--- src/rtl/inst_fetch.sv ---
// rtl/inst_fetch.sv - instruction fetch stage: single-outstanding memory request plus DEPTH-entry decode buffer
module inst_fetch #(
    parameter int DEPTH = 2
) (
    input  logic        clk,
    input  logic        rst,
    input  logic [31:0] pc_i,
    input  logic        ce_i,
    output logic        stall_o,
    input  logic        flush,
    output logic        imem_req,
    output logic [31:0] imem_addr,
    input  logic        imem_ack,
    input  logic [31:0] imem_rdata,
    output logic        id_valid,
    input  logic        id_ready,
    output logic [31:0] id_pc,
    output logic [31:0] id_inst,
    output logic        id_exc
);

    localparam int PW = $clog2(DEPTH);
    localparam int CW = PW + 1;

    typedef enum logic [1:0] {IDLE, REQ, DROP} state_t;

    state_t          state, state_nxt;
    logic [PW-1:0]   wr_ptr, rd_ptr;
    logic [CW-1:0]   count;
    logic [31:0]     buf_pc   [DEPTH];
    logic [31:0]     buf_inst [DEPTH];
    logic [DEPTH-1:0] buf_exc;

    logic            pop, ack_push, mis_push, push, issue, accept;
    logic            aligned, slot_free, has_room;
    logic [CW:0]     occ_next;
    logic [31:0]     push_pc, push_inst;

    assign pop       = id_valid & id_ready;
    assign ack_push  = (state == REQ) & imem_ack & ~flush;
    // Room is judged on the occupancy left after this cycle's ack push and pop,
    // so an issued request always has a slot reserved for its data.
    assign occ_next  = {1'b0, count} + (CW+1)'(ack_push) - (CW+1)'(pop);
    assign has_room  = occ_next < (CW+1)'(DEPTH);
    assign slot_free = (state == IDLE) | imem_ack;
    assign aligned   = (pc_i[1:0] == 2'b00);
    assign accept    = ce_i & ~flush & has_room & slot_free;
    assign issue     = accept & aligned;
    assign mis_push  = accept & ~aligned & ~ack_push;
    assign push      = ack_push | mis_push;
    assign stall_o   = ce_i & ~(issue | mis_push);
    assign push_pc   = ack_push ? imem_addr : pc_i;
    assign push_inst = ack_push ? imem_rdata : 32'h0;

    always_comb begin
        state_nxt = state;
        case (state)
            IDLE: if (issue) state_nxt = REQ;
            REQ: begin
                if (imem_ack)   state_nxt = issue ? REQ : IDLE;
                else if (flush) state_nxt = DROP;
            end
            DROP: if (imem_ack) state_nxt = issue ? REQ : IDLE;
            default: state_nxt = IDLE;
        endcase
    end

    always_ff @(posedge clk or posedge rst) begin
        if (rst) begin
            state     <= IDLE;
            imem_req  <= 1'b0;
            imem_addr <= 32'h0;
        end else begin
            state    <= state_nxt;
            imem_req <= (state_nxt != IDLE);
            if (issue) imem_addr <= pc_i;
        end
    end

    always_ff @(posedge clk or posedge rst) begin
        if (rst) begin
            wr_ptr  <= '0;
            rd_ptr  <= '0;
            count   <= '0;
            buf_exc <= '0;
            for (int i = 0; i < DEPTH; i++) begin
                buf_pc[i]   <= 32'h0;
                buf_inst[i] <= 32'h0;
            end
        end else if (flush) begin
            wr_ptr <= '0;
            rd_ptr <= '0;
            count  <= '0;
        end else begin
            if (push) begin
                buf_pc[wr_ptr]   <= push_pc;
                buf_inst[wr_ptr] <= push_inst;
                buf_exc[wr_ptr]  <= ~ack_push;
                wr_ptr           <= wr_ptr + 1'b1;
            end
            if (pop) rd_ptr <= rd_ptr + 1'b1;
            count <= count + CW'(push) - CW'(pop);
        end
    end

    assign id_valid = (count != '0);
    assign id_pc    = buf_pc[rd_ptr];
    assign id_inst  = buf_inst[rd_ptr];
    assign id_exc   = buf_exc[rd_ptr];

endmodule
--- config.mk ---
export PLATFORM = sky130hd
export DESIGN_NAME = inst_fetch
export DESIGN_NICKNAME = d
export VERILOG_FILES = /design/src/rtl/inst_fetch.sv
export SDC_FILE = /design/constraint.sdc
export NUM_CORES = 1
export LEC_CHECK = 0
export BUFFER_PORTS_ARGS = -buffer_cell sky130_fd_sc_hd__buf_2
export CORE_UTILIZATION = 35
export CTS_BUF_LIST = sky130_fd_sc_hd__clkbuf_8
export CTS_CLUSTER_SIZE = 8
export DETAILED_ROUTE_END_ITERATION = 8
export GPL_TIMING_DRIVEN = 1
export PLACE_DENSITY_LB_ADDON = 0.1
export SETUP_SLACK_MARGIN = 0.02
export SLEW_MARGIN = 20
export SYNTH_ARGS = -nofsm -noshare
export SYNTH_HDL_FRONTEND = slang
export SYNTH_SLANG_ARGS = --single-unit
--- constraint.sdc ---
create_clock -name clk -period 11.8 [get_ports clk]
set_clock_uncertainty 0.2 [all_clocks]
set_input_delay 1.77 -clock clk [delete_from_list [all_inputs] [get_ports clk]]
set_output_delay 1.77 -clock clk [all_outputs]
set_load 0.01 [all_outputs]
==> results of run 1 <==
-- per-stage QoR --
step / power (W) / utilization [%]
final: 0.00216 / 43.3
after global routing: 0.00231 / 43.3
after CTS: 0.00220 / 43.3
after detailed placement: 0.00172 / 41.2
after global placement: 0.00169 / 41.2
after floorplan: 0.00141 / -
-- per-layer routing --
metal  routed length, um  part of all wire [%]
met5                   0                     0
met2                9220                    50
met1                7850                    43
met3                1030                   5.6
met4                 232                   1.3
-- how the worst min path moves through the flow --
stage | from | end | slack [ns] | cells after the start
2_1_floorplan | buf_inst[32] | buf_inst[32] | 0.25 | 1
3_3_place_gp | buf_inst[49] | buf_inst[49] | 0.25 | 1
3_5_place_dp | buf_inst[52] | buf_inst[52] | 0.26 | 1
4_1_cts | buf_inst[62] | buf_inst[62] | 0.28 | 1
5_1_grt | buf_inst[42] | buf_inst[42] | 0.31 | 1
6_report | buf_inst[62] | buf_inst[62] | 0.28 | 1
-- cell usage after synthesis, drive strengths merged (2+ instances only) --
cell type,number,area (um^2)
inv,5,18.8
mux2,191,2150
a21oi,2,10.0
and2,2,12.5
dfrtp,169,4230
o21ai,3,18.8
ha,3,37.5
nor2b,3,18.8
a22o,32,280
nor3b,33,248
buf,23,125
a21o,32,240
clkbuf,16,60.1
nand3,2,10.0
o21a,3,22.5
xnor2,3,26.3
nand2,4,15.0
nor2,10,37.5
-- final cells by class --
cell class	count	area share, %
timing repair buffer	176	9.78
multi-input combinational	337	35.5
sequential	169	45.9
clock inverter	13	2.06
inverter	5	0.258
tap	275	3.73
clock buffer	19	2.83
-- flip-flops by register name (all words and copies together) (netlist names) --
| signal | flops |
|---|---|
| imem_addr | 32 |
| buf_pc | 64 |
| count | 2 |
| state | 2 |
| buf_exc | 2 |
| imem_req | 1 |
| rd_ptr | 1 |
| buf_inst | 64 |
| wr_ptr | 1 |
-- logic make-up (layout without fill, tap and decap cells) --
| group | count (synthesis) | in the layout |
|---|---|---|
| fa+ha+maj | 4 | 4 |
| xor+xnor | 4 | 4 |
| mux | 191 | 191 |
| buf+inv | 44 | 213 |
| compound gates | 78 | 78 |
| flops | 169 | 169 |
| simple gates | 60 | 60 |
-- report_power, final --
| part | switching [W] | total (W) | internal (W) | leakage [nW] |
|---|---|---|---|---|
| Combinational | 0.000324 | 0.000743 | 0.000419 | 2.25 |
| Clock | 0.000222 | 0.000467 | 0.000245 | 0.227 |
| Sequential | 0.000154 | 0.000948 | 0.000794 | 2.21 |
| Total | 0.000701 | 0.00216 | 0.00146 | 4.69 |
-- placed cells by master (no fill, tap or decap), types with 6 or more instances in the layout --
master | Yosys | routed
a21o_1 | 32 | 32
a22o_1 | 32 | 32
buf_2 | 13 | 169
buf_4 | 2 | 6
clkbuf_8 | 0 | 19
dfrtp_1 | 169 | 168
mux2_2 | 189 | 189
nor2_1 | 10 | 10
nor3b_1 | 33 | 33
-- worst max-delay path, stage by stage --
cell      delay, ns
buf_2          0.19
and4bb_2       0.28
inv_2          0.50
ha_1           0.34
nand2b_1       0.16
fa_1           0.50
and3b_1        0.18
nand3_1        0.32
o21a_1         0.30
buf_2          0.14
==> results.py, run 1 <==
metrics = {
    "synth": {
        "synth-compound-area-share_pct": 8.05,
        "async_flop_share_pct": 100,
        "avgSynthCellArea_um2": 14.0,
        "syn_nets": 624,
        "synthSimpleGateAreaFrac_pct": 5.13,
        "synth.area.mux_share_pct": 28.0,
        "synth_seq_cells": 169,
        "synthFlopType": "dfrtp_1",
        "synth-edff-count": 0,
        "synth_cell_type_count": 38,
        "yosys_warnings": 0,
        "synth_top_family_by_area": "multiplexers",
        "synth-xor-area-share_pct": 0.456,
        "synth_area_um2": 7690,
        "synth-seq-area-share_pct": 55.0,
        "synthCells": 550,
        "synth_fa_ha_area_share_pct": 0.748,
    },
    "critical_path": {
        "cp_max_fo": 36,
        "worstPathRequired_ns": 9.83,
        "crit_path_end_kind": "output port",
        "path_class": "in2out",
        "reg2reg_slack_ns": 7.35,
        "critPathLaunchType": "input pin",
        "r2r_start": "state[0]",
        "crit_start": "flush",
        "r2r_cells": 10,
        "cp-endpoint": "stall_o",
        "rr_endpoint": "buf_pc[63]",
        "cp.arrival_ns": 4.68,
    },
    "placement": {
        "place.detailed.hpwl_um": 11600,
        "place_congestion": 0.726,
        "dp_cells": 962,
        "place_ws_ns": 5.15,
        "dpl_cell_area_um2": 8770,
        "io_buffers": 169,
    },
    "timing": {
        "drv_slew": 0,
        "slew_headroom_pct": 32.6,
        "worst_pin_slew_ns": 1.01,
        "final_hold_viol_count": 0,
        "hold_ws_ns": 0.277,
        "fmax_mhz": 150,
        "finalSetupTns_ns": 0,
        "finalSetupViolCount": 0,
        "grt_setup_unrepaired": "false",
        "fin_ws_ns": 5.15,
        "min_period_over_period_pct": 56.3,
        "min_period_ns": 6.65,
    },
    "route": {
        "via_count": 5064,
        "ant_nets": 0,
        "dr.pass1.iters": 5,
        "finalWirelength_um": 18300,
        "drt-wirelength-per-cell_um": 18.4,
        "drc": 0,
        "viasPerCell": 5.09,
        "first_iter_violations": 178,
    },
    "final_layout": {
        "fillers": 1959,
        "design_area_um2": 9230,
        "fin_cells": 994,
        "drive_gt1_share_pct": 56.6,
        "area_growth_pct": 20.0,
        "nets": 780,
        "regArea_um2": 4230,
        "n_antenna_cell": 0,
        "multi_input_area_um2": 3270,
    },
    "clocking": {
        "clk_path_buf_depth": 2,
        "cts_tree": "yes",
        "htreeDepth": 4,
        "postCtsSetupBuffers": 0,
        "clock_latency_ns": 0.45,
        "clock_sinks": 169,
        "clockRootBuffer": "clkbuf_8",
        "postCtsHoldBufs": 0,
        "numCtsBuffers": 17,
        "path_clk_slew_ns": 0.09,
        "post_cts_resized": 0,
    },
    "global_routing": {
        "grt_max_degree": 90,
        "antenna_found_initial": 0,
        "grt_pass1_wl_um": 29500,
        "overflow": 0,
        "grt_use_met2_pct": 29.1,
        "grtUsageTotal_pct": 17.1,
        "grt_pass1_vias": 5566,
        "busiest_layer": "met2",
        "use_met3_pct": 4.36,
        "grt_use_met1_pct": 21.0,
    },
    "flow_run": {
        "drv_cap": 0,
    },
    "floorplanning": {
        "die_height_um": 150,
        "coreArea_um2": 21300,
        "ios": 170,
        "die_w_um": 150,
        "initial_core_util_pct": 36.1,
        "rows": 53,
        "dieArea_um2": 22600,
    },
    "min_path": {
        "hold_path.class": "reg2reg",
    },
    "run_status": {
        "status": "completed",
    },
    "power": {
        "ir_worst_vdd_v": 0.000101,
        "p_per_area_nw_per_um2": 234,
        "leakage_nw": 4.69,
    },
}
Note: power is estimated with default switching activity, not from simulation.
==> run 2, diff against run 1 <==
- clock period: 11.8 -> 6.6 ns (I/O delays scaled with it)
==> results.py, run 2 (synthesis results as in run 1) <==
metrics = {
    "clocking": {
        "numCtsBuffers": 17,
        "clock_latency_ns": 0.45,
        "clockRootBuffer": "clkbuf_8",
        "cts_tree": "yes",
        "postCtsSetupBuffers": 0,
        "path_clk_slew_ns": 0.08,
        "postCtsHoldBufs": 0,
        "clock_sinks": 169,
        "clk_path_buf_depth": 2,
        "post_cts_resized": 0,
        "htreeDepth": 4,
    },
    "timing": {
        "worst_pin_slew_ns": 1.03,
        "slew_headroom_pct": 31.2,
        "final_hold_viol_count": 0,
        "drv_slew": 0,
        "grt_setup_unrepaired": "false",
        "finalSetupViolCount": 0,
        "finalSetupTns_ns": 0,
        "min_period_ns": 5.05,
        "fmax_mhz": 198,
        "min_period_over_period_pct": 76.6,
    },
    "critical_path": {
        "crit_slowest_cell": "inv_2",
        "crit_start": "flush",
        "cp-endpoint": "stall_o",
        "max_stage_delay_ns": 0.51,
        "r2r_start": "state[1]",
        "crit_chain": "buf_2, and4bb_2, inv_2, ha_1, nand2b_1, fa_1, and3b_1, nand3_1, o21a_1, buf_2",
        "path_class": "in2out",
        "cp_max_fo": 36,
        "crit_family": "simple AND/OR/NAND/NOR gates",
        "crit_path_end_kind": "output port",
        "r2r_cells": 10,
        "cp.buffers_inverters": 3,
        "reg2reg_slack_ns": 1.87,
        "critPathLaunchType": "input pin",
        "crit_cells": 10,
        "rr_endpoint": "buf_pc[53]",
        "cp.arrival_ns": 3.86,
        "crit_path_frequent_cell": "buf_2",
        "worstPathRequired_ns": 5.41,
    },
    "global_routing": {
        "grt_pass1_wl_um": 28100,
        "overflow": 0,
        "grt_pass1_vias": 5224,
        "grt_max_degree": 110,
        "grtUsageTotal_pct": 16.3,
        "antenna_found_initial": 0,
    },
    "floorplanning": {
        "die_height_um": 150,
        "die_w_um": 150,
        "coreArea_um2": 21300,
        "ios": 170,
        "rows": 53,
        "initial_core_util_pct": 36.1,
        "dieArea_um2": 22600,
    },
    "route": {
        "via_count": 4956,
        "ant_nets": 0,
        "finalWirelength_um": 17700,
        "drt-wirelength-per-cell_um": 17.8,
        "drc": 0,
        "viasPerCell": 4.98,
        "first_iter_violations": 192,
        "dr.pass1.iters": 4,
    },
    "placement": {
        "io_buffers": 169,
        "place_congestion": 0.728,
        "place.detailed.hpwl_um": 11200,
        "dp_cells": 963,
    },
    "final_layout": {
        "reg_top3": "buf_inst: 64 flops, buf_pc: 64 flops, imem_addr: 32 flops",
        "nets": 781,
        "fin_cells": 996,
        "post-route-util_pct": 43.2,
        "layout_common_cells": "mux2_2, buf_2, dfrtp_1",
        "layout_commonest_cell": "mux2_2",
        "drive_gt1_share_pct": 56.4,
        "area_growth_pct": 19.7,
    },
    "run_status": {
        "status": "completed",
    },
    "power": {
        "p_per_area_nw_per_um2": 413,
        "p_total_w": 0.00380,
        "ir_worst_vdd_v": 0.000183,
        "leakage_nw": 4.69,
    },
    "min_path": {
        "hold_start": "buf_inst[60]",
        "hold_path.class": "reg2reg",
    },
    "flow_run": {
        "drv_cap": 0,
    },
}
[run 2: changes by cell type in the layout (fill, tap and decap cells not counted), sizes merged]
cell,change
buf,+1
bufinv,-1
clkbuf,-1
clkinv,+1
diode,+1
inv,+1
[run 2: worst min-delay path by stage]
stage | to | slack (ns) | depth (start not counted)
final | buf_inst[60] | 0.28 | 1
after global routing | buf_inst[46] | 0.29 | 1
after CTS | buf_inst[60] | 0.28 | 1
after detailed placement | buf_inst[60] | 0.26 | 1
after global placement | buf_inst[44] | 0.25 | 1
after floorplan | buf_inst[32] | 0.25 | 1
[run 2: final cells by class]
cell class / count / area [um^2]
Clock inverter: 14 / 171
Fill cell: 1957 / 12100
Inverter: 5 / 26.3
Tap cell: 275 / 344
Multi-Input combinational cell: 337 / 3270
Timing Repair Buffer: 177 / 906
Antenna cell: 1 / 2.50
Clock buffer: 18 / 248
Sequential cell: 169 / 4230
[run 2: through the flow]
stage | hold WS [ns] | setup slack (ns) | area (um^2)
6_report | 0.276 | 1.55 | 9200
2_1_floorplan | 0.246 | 0.835 | 7690
3_5_place_dp | 0.263 | 1.05 | 8780
4_1_cts | 0.282 | 1.52 | 9200
5_1_grt | 0.295 | 1.34 | 9200
3_3_place_gp | 0.255 | 1.15 | 8780
[run 2: where the power goes]
group	switching (W)	total [W]	leakage, nW	internal (W)
Combinational	0.000574	0.00132	2.26	0.000748
Clock	0.000397	0.000784	0.216	0.000388
Sequential	0.000273	0.00169	2.21	0.00142
[run 2: worst register-to-register path, cell delays in order, from the launching register on]
cell	delay [ns]
dfrtp_1	0.45
and4bb_2	0.27
inv_2	0.51
ha_1	0.35
nand2b_1	0.16
fa_1	0.43
and3b_1	0.20
nand3_1	0.31
o22a_2	0.90
buf_4	0.48
mux2_2	0.38
[run 2: routing by layer]
metal	share of wire, %	track usage [%]	vias up
met5	0	0	-
met4	1.1	5.40	0
met3	5.9	4.70	11
met2	48	27.2	120
met1	45	20.3	2526
li1	-	-	2299
==> run 3, diff against run 2 <==
- clock period: 6.6 -> 4.4 ns (I/O delays scaled with it)
==> results.py, run 3 (synthesis results as in run 1) <==
metrics = {
    "critical_path": {
        "cp.arrival_ns": 3.33,
        "r2r_start": "count[1]",
        "r2r_cells": 10,
        "path_class": "reg2out",
        "reg2reg_slack_ns": 0.59,
        "crit_chain": "or2_2, and2_1, ha_1, nand2b_1, fa_1, and3b_1, nand3_1, o21a_1, buf_2",
        "critPathLaunchType": "flop",
        "cp_max_fo": 8,
        "crit_slowest_cell": "fa_1",
        "max_stage_delay_ns": 0.47,
        "crit_path_end_kind": "output port",
        "rr_endpoint": "imem_addr[25]",
        "worstPathRequired_ns": 3.54,
    },
    "global_routing": {
        "grt_max_degree": 82,
        "grtUsageTotal_pct": 17.1,
        "grt_pass1_wl_um": 29400,
        "grt_pass1_vias": 5530,
        "overflow": 0,
        "antenna_found_initial": 0,
    },
    "placement": {
        "dpl_cell_area_um2": 8850,
        "place.detailed.hpwl_um": 11700,
        "io_buffers": 169,
        "place_congestion": 0.716,
        "dp_cells": 968,
    },
    "final_layout": {
        "n_antenna_cell": 0,
        "design_area_um2": 9280,
        "fillers": 1997,
        "area_growth_pct": 20.7,
        "drive_gt1_share_pct": 56.7,
        "post-route-util_pct": 43.6,
        "layout_common_cells": "mux2_2, buf_2, dfrtp_1",
        "nets": 787,
        "layout_commonest_cell": "mux2_2",
        "reg_top3": "buf_inst: 64 flops, buf_pc: 64 flops, imem_addr: 32 flops",
        "fin_cells": 1001,
    },
    "min_path": {
        "hold_path_depth": 2,
        "hold_path.class": "in2reg",
        "min_to": "state[1]",
        "hold_start": "imem_ack",
    },
    "floorplanning": {
        "die_w_um": 150,
        "rows": 53,
        "initial_core_util_pct": 36.1,
        "ios": 170,
        "coreArea_um2": 21300,
        "die_height_um": 150,
        "dieArea_um2": 22600,
    },
    "power": {
        "power.internal_w": 0.00381,
        "p_total_w": 0.00572,
        "seq_power_share_pct": 44.4,
        "pwr-share-clk_pct": 20.6,
        "p_per_area_nw_per_um2": 617,
        "leakage_nw": 4.71,
        "p_sw_w": 0.00192,
        "switching_share_pct": 33.5,
        "combPwrFrac_pct": 35.0,
        "ir_worst_vdd_v": 0.000245,
    },
    "timing": {
        "grt_setup_unrepaired": "false",
        "worst_pin_slew_ns": 1.03,
        "finalSetupTns_ns": 0,
        "final_hold_viol_count": 0,
        "min_period_ns": 4.19,
        "min_period_over_period_pct": 95.2,
        "fmax_mhz": 239,
        "slew_headroom_pct": 31.2,
        "finalSetupViolCount": 0,
        "drv_slew": 0,
    },
    "route": {
        "finalWirelength_um": 18100,
        "drc": 0,
        "first_iter_violations": 137,
        "dr.pass1.iters": 4,
        "ant_nets": 0,
        "viasPerCell": 5.01,
        "drt-wirelength-per-cell_um": 18.1,
        "via_count": 5020,
    },
    "flow_run": {
        "drv_cap": 0,
    },
    "run_status": {
        "status": "completed",
    },
    "clocking": {
        "htreeDepth": 4,
        "numCtsBuffers": 17,
        "clockRootBuffer": "clkbuf_8",
        "clock_latency_ns": 0.45,
        "clk_path_buf_depth": 2,
        "cts_tree": "yes",
        "clock_sinks": 169,
        "path_clk_slew_ns": 0.10,
        "post_cts_resized": 0,
    },
}
-- run 3: metal layers --
metal,vias up,global-route usage [%],wire (um)
li1,2317,-,-
met5,-,0,0
met2,134,29.2,8970
met1,2551,21.0,8000
met4,0,5.35,211
met3,18,4.21,965
-- run 3: timing repair --
action                    CTS  global route
hold endpoints to repair   12             0
hold buffers                1             0
buffers inserted            0             0
-- run 3: how the worst max path moves through the flow --
stage | depth (start not counted) | slack (ns) | to | startpoint
2_1_floorplan | 13 | 0.42 | imem_addr[10] | flush
3_5_place_dp | 11 | 0.35 | imem_addr[8] | flush
6_report | 9 | 0.21 | stall_o | count[1]
4_1_cts | 9 | 0.19 | stall_o | count[1]
5_1_grt | 9 | 0.08 | stall_o | count[1]
3_3_place_gp | 11 | 0.48 | imem_addr[31] | flush
-- run 3: power by group through the flow --
stage	clock (W)	combinational (W)	sequential, W
floorplan	0	0.00134	0.00246
global placement	0	0.00200	0.00254
detailed placement	0	0.00204	0.00258
CTS	0.00123	0.00205	0.00255
global route	0.00130	0.00219	0.00264
finish	0.00118	0.00200	0.00254
-- run 3: cell type report --
cell class                      count  area [um^2]  share of cell area, %
Sequential cell                   169         4230                   45.6
Clock inverter                     14          173                   1.86
Multi-Input combinational cell    337         3270                   35.2
Tap cell                          275          344                   3.71
Inverter                            5         22.5                  0.243
Clock buffer                       18          248                   2.67
Timing Repair Buffer              183          991                   10.7
-- run 3: metrics by stage --
step	hold WS, ns	setup WS, ns
final	0.202	0.213
after global placement	0.255	0.477
after detailed placement	0.262	0.351
after global routing	0.170	0.0782
after floorplan	0.246	0.419
after CTS	0.164	0.190
-- run 3: worst max-delay path, delay by kind of cell, from the launching register on --
kind | cells | cell delay [ns]
AND/OR/NAND/NOR | 5 | 1.24
AO/OA/AOI/OAI | 1 | 0.29
buffers and inverters | 1 | 0.14
adder cells (fa/ha/maj) | 2 | 0.75
flip-flops | 1 | 0.45
